**config.mk**
```make
export PLATFORM = sky130hd
export DESIGN_NAME = i2c_bus_conditioner
export DESIGN_NICKNAME = d
export VERILOG_FILES = /design/src/rtl/i2c_pkg.sv /design/src/rtl/i2c_line_filter.sv /design/src/rtl/i2c_bus_conditioner.sv
export SDC_FILE = /design/constraint.sdc
export NUM_CORES = 1
export LEC_CHECK = 0
export CORE_MARGIN = 2
export CORE_UTILIZATION = 50
export CTS_CLUSTER_DIAMETER = 30
export DETAILED_ROUTE_END_ITERATION = 10
export PLACE_DENSITY = 0.76
export SLEW_MARGIN = 20
export SYNTH_ARGS = -nofsm -noshare
export SYNTH_HDL_FRONTEND = slang
export SYNTH_SLANG_ARGS = --single-unit
```
**constraint.sdc**
```tcl
create_clock -name clk -period 2.4 [get_ports clk]
set_input_delay 0.36 -clock clk [delete_from_list [all_inputs] [get_ports clk]]
set_output_delay 0.36 -clock clk [all_outputs]
set_load 0.1 [all_outputs]
```
**src/rtl/i2c_pkg.sv**
```systemverilog
// Shared constants and types for the I2C bus front end.
package i2c_pkg;

  localparam int   DEF_SYNC_STAGES = 2;
  localparam int   DEF_FILTER_LEN  = 4;
  localparam logic IDLE_LEVEL      = 1'b1;

  typedef enum logic {
    BUS_IDLE = 1'b0,
    BUS_BUSY = 1'b1
  } bus_state_t;

endpackage

```
**src/rtl/i2c_line_filter.sv**
```systemverilog
// Synchronizer chain plus glitch filter for a single open-drain I2C line.
module i2c_line_filter
  import i2c_pkg::*;
#(
  parameter int SYNC_STAGES = DEF_SYNC_STAGES,
  parameter int FILTER_LEN  = DEF_FILTER_LEN
) (
  input  logic clk,
  input  logic rst,
  input  logic line_raw,
  output logic line_filt
);

  localparam int              CNT_W    = $clog2(FILTER_LEN) + 1;
  localparam logic [CNT_W-1:0] CNT_LAST = CNT_W'(FILTER_LEN - 1);

  logic [SYNC_STAGES-1:0] sync_reg;
  logic                   line_s;
  logic [CNT_W-1:0]       cnt_reg, cnt_next;
  logic                   level_reg, level_next;

  assign line_s    = sync_reg[SYNC_STAGES-1];
  assign line_filt = level_reg;

  always_ff @(posedge clk) begin
    if (rst) begin
      sync_reg <= {SYNC_STAGES{IDLE_LEVEL}};
    end else begin
      sync_reg <= {sync_reg[SYNC_STAGES-2:0], line_raw};
    end
  end

  // The level only moves after FILTER_LEN consecutive disagreeing samples;
  // any agreeing sample restarts the count, so the counter cannot wrap.
  always_comb begin
    cnt_next   = '0;
    level_next = level_reg;
    if (line_s != level_reg) begin
      if (cnt_reg == CNT_LAST) begin
        level_next = line_s;
      end else begin
        cnt_next = cnt_reg + CNT_W'(1);
      end
    end
  end

  always_ff @(posedge clk) begin
    if (rst) begin
      cnt_reg   <= '0;
      level_reg <= IDLE_LEVEL;
    end else begin
      cnt_reg   <= cnt_next;
      level_reg <= level_next;
    end
  end

endmodule

```
**src/rtl/i2c_bus_conditioner.sv**
```systemverilog
// Cleans SDA/SCL pad inputs and derives SCL edges, START/STOP strobes and bus_busy.
module i2c_bus_conditioner
  import i2c_pkg::*;
#(
  parameter int SYNC_STAGES = DEF_SYNC_STAGES,
  parameter int FILTER_LEN  = DEF_FILTER_LEN
) (
  input  logic clk,
  input  logic rst,
  input  logic SDA_raw,
  input  logic SCL_raw,
  output logic SDA_sync,
  output logic SCL_sync,
  output logic SCL_rise,
  output logic SCL_fall,
  output logic start_det,
  output logic stop_det,
  output logic bus_busy
);

  logic       sda_f, scl_f;
  logic       sda_prev_reg, scl_prev_reg;
  logic       scl_rise_reg, scl_fall_reg, start_reg, stop_reg;
  logic       start_cond, stop_cond;
  bus_state_t state_reg, state_next;

  i2c_line_filter #(
    .SYNC_STAGES (SYNC_STAGES),
    .FILTER_LEN  (FILTER_LEN)
  ) u_sda_filter (
    .clk       (clk),
    .rst       (rst),
    .line_raw  (SDA_raw),
    .line_filt (sda_f)
  );

  i2c_line_filter #(
    .SYNC_STAGES (SYNC_STAGES),
    .FILTER_LEN  (FILTER_LEN)
  ) u_scl_filter (
    .clk       (clk),
    .rst       (rst),
    .line_raw  (SCL_raw),
    .line_filt (scl_f)
  );

  // Requiring SCL high on both the old and new sample rejects an SDA edge
  // that coincides with an SCL edge.
  assign start_cond = sda_prev_reg & ~sda_f & scl_f & scl_prev_reg;
  assign stop_cond  = ~sda_prev_reg & sda_f & scl_f & scl_prev_reg;

  always_ff @(posedge clk) begin
    if (rst) begin
      sda_prev_reg <= IDLE_LEVEL;
      scl_prev_reg <= IDLE_LEVEL;
      scl_rise_reg <= 1'b0;
      scl_fall_reg <= 1'b0;
      start_reg    <= 1'b0;
      stop_reg     <= 1'b0;
    end else begin
      sda_prev_reg <= sda_f;
      scl_prev_reg <= scl_f;
      scl_rise_reg <= scl_f & ~scl_prev_reg;
      scl_fall_reg <= ~scl_f & scl_prev_reg;
      start_reg    <= start_cond;
      stop_reg     <= stop_cond;
    end
  end

  always_ff @(posedge clk) begin
    if (rst) begin
      state_reg <= BUS_IDLE;
    end else begin
      state_reg <= state_next;
    end
  end

  // Busy tracks the same conditions as the strobes so it switches on the same edge.
  always_comb begin
    state_next = state_reg;
    case (state_reg)
      BUS_IDLE: if (start_cond) state_next = BUS_BUSY;
      BUS_BUSY: if (stop_cond)  state_next = BUS_IDLE;
      default:  state_next = BUS_IDLE;
    endcase
  end

  always_comb begin
    bus_busy = (state_reg == BUS_BUSY);
  end

  assign SDA_sync  = sda_f;
  assign SCL_sync  = scl_f;
  assign SCL_rise  = scl_rise_reg;
  assign SCL_fall  = scl_fall_reg;
  assign start_det = start_reg;
  assign stop_det  = stop_reg;

endmodule
```
==> impl_metrics.ini <==
[synthesis]
async_reset_ff_frac = 0
ys_top_cells_by_count = dfxtp_1 (19), or2_1 (6), ha_1 (4), inv_1 (4), nor4_1 (4)
syn_nets = 62
synth_top_cell_by_area = dfxtp_1
ys_types = 16
synth_top_cell_area_share = 0.5869
netlist_area_um2 = 648.1
yosysWarnings = 0
synthCells = 54
synthTopCellsByArea = dfxtp_1 (59%), ha_1 (7.7%), or2_1 (5.8%)
avgSynthCellArea_um2 = 12.00
ys_ff_latch = 19
ys_seq_area_frac = 0.5869
synth-main-ff-cell = dfxtp_1
yosys.cell_count.top_type = dfxtp_1
synth_edf_count = 0

[routing]
route.met2.wl_um = 413
num_vias = 412
viasPerCell = 5.086
wirelength_um = 966
drtIter0Drc = 5
wl_per_cell_um = 11.93
highest_layer = met4
wl_met3_um = 46
dr.pass1.iters = 4
ant_nets = 0
drc_errors = 0
drt-met1-wl_um = 481

[cts]
cts_root_buffer = clkbuf_4
cts_max_level = 1
cts_sinks = 19
path_clk_slew_ns = 0.10
cts_resized = 0
post_cts_buffers = 0
cts_tree = built
clock_latency_ns = 0.29
cts_buffer_depth = 2
hold_buffers = 0
cts_buffers = 3

[final_layout]
n_antenna_cell = 0
final_nets = 76
final_area_um2 = 769.5
drive_gt1_frac = 0.1940
area_delta_synth_final_pct = 18.73
fillers = 93

[floorplanning]
die_h_um = 40.01
initial_utilization = 0.5606
io_pins = 11
core_um2 = 1156
fp-row-count = 12
die_width_um = 40.01
dieArea_um2 = 1600

[setup_path]
path_delay_family = flip-flops
critPathMaxStageDelay_ns = 0.48
r2r_start = u_sda_filter.cnt_reg[0]$_SDFF_PP0_
critPathSlowestCell = dfxtp_1
path_max_fanout = 8
crit_chain = buf_4
r2r_cells = 3
cp_data_arrival_time_ns = 1.12
worstSetupEndpointType = primary output
regToRegSetupSlack_ns = 1.22
crit_type = flop to primary output
cp-start-kind = flop
cp.buffers_inverters = 1
required_ns = 2.04
timing.rr.end = u_sda_filter.line_filt$_SDFFE_PP1P_

[flow_run]
drv_cap = 0

[global_route]
grt_max_degree = 18
grt_pass1_vias = 367
grt_pass1_wl_um = 1545
antenna_found_initial = 0
grt_overflow_total = 0
grtUsageTotal = 0.1565

[placement]
place.gp.congestion = 0.6799
placed_area_um2 = 743.2
port_buffers = 10

[timing]
relSlewSlack = 0.5968
setup_violations = 0
worstMarginPinSlew_ns = 0.6029
timing.fmax_ghz = 0.6750
finalClockSkew_ns = 0.002537
slew_violations = 0
rsz0062_at_grt = false
final_hold_viol_count = 0
period_needed_ns = 1.482
finalCritPeriodShare = 0.6173
tns_ns = 0

[pwr]
vdd.ir_drop.worst_uv = 376.4
power.density_nw_per_um2 = 642.4
leakage_nw = 0.3276

[run_status]
outcome = completed

[hold_path]
hold_depth = 1
hold_path.class = flop to flop
hold_start = u_scl_filter.sync_reg[0]$_SDFF_PP1_
hold_path_end = u_scl_filter.sync_reg[1]$_SDFF_PP1_
==> cell type report <==
cell class                      instances  area [µm²]  area share
Multi-Input combinational cell         30       247.7      0.3220
Inverter                                4       15.01     0.01951
Clock buffer                            4       26.28     0.03415
Sequential cell                        19       380.4      0.4943
Tap cell                               14       17.52     0.02276
Timing Repair Buffer                   10       82.58      0.1073
==> per-layer routing <==
layer,up-vias,GRT usage
met5,-,0
met2,8,0.2460
li1,213,-
met3,2,0.05556
met1,189,0.1773
met4,0,0.1034
==> cell families (layout without fill, tap and decap cells) <==
kind of cell             count (synthesis)  after routing  synth area share
AO/OA/AOI/OAI                            4              4           0.05021
XOR/XNOR                                 2              2           0.02703
adder cells (fa/ha/maj)                  4              4           0.07722
buffers and inverters                    5             18           0.03087
flip-flops                              19             19            0.5869
AND/OR/NAND/NOR                         20             20            0.2278
==> cells in the final DEF, fill, tap and decap left out <==
| cell type | n |
|---|---|
| inv_1 | 4 |
| clkdlybuf4s50_1 | 3 |
| and3b_1 | 2 |
| xnor2_1 | 2 |
| ha_1 | 4 |
| o32ai_1 | 1 |
| a211o_1 | 2 |
| buf_4 | 7 |
| nor4b_2 | 2 |
| nor3b_2 | 1 |
| clkbuf_1 | 1 |
| nand3_1 | 1 |
| dfxtp_1 | 19 |
| or2_1 | 6 |
| a31oi_1 | 1 |
| nor2b_1 | 2 |
| nor2_1 | 2 |
| nor4_1 | 4 |
| clkbuf_4 | 3 |
==> worst max path at each step <==
stage	from	cells after the start	slack (ns)	to
after floorplan	u_scl_filter.line_filt$_SDFFE_PP1P_	2	0.83	u_scl_filter.cnt_reg[1]$_SDFF_PP0_
after global routing	u_scl_filter.line_filt$_SDFFE_PP1P_	1	0.89	SCL_sync
after detailed placement	rst	3	0.72	bus_busy$_SDFF_PP0_
after CTS	u_scl_filter.line_filt$_SDFFE_PP1P_	1	0.92	SCL_sync
final	u_scl_filter.line_filt$_SDFFE_PP1P_	1	0.92	SCL_sync
after global placement	rst	3	0.76	bus_busy$_SDFF_PP0_
==> worst reg2reg max path, delay by kind of cell, from the launching register on <==
family          cells  cell delay (ns)
fa+ha+maj           2             0.45
flops               1             0.33
compound gates      1             0.31
==> through the flow <==
step	worst slack, ns	utilization	cells	hold WS [ns]	power (mW)
final	0.9184	0.6656	81	0.4113	0.4943
after global routing	0.8914	0.6656	81	0.4367	0.5161
after CTS	0.9238	0.6656	81	0.4160	0.5015
after detailed placement	0.7180	0.6429	77	0.3967	0.3432
after global placement	0.7620	0.6429	77	0.3879	0.3426
after floorplan	0.8326	-	54	0.3832	0.3359
==> power breakdown <==
part | switching [mW] | total [mW] | internal (mW)
sequential | 0.00183 | 0.321 | 0.319
clock | 0.0938 | 0.159 | 0.0647
combinational | 0.00698 | 0.0146 | 0.00766
total | 0.103 | 0.494 | 0.392
Power figures use the tool's default switching activity.
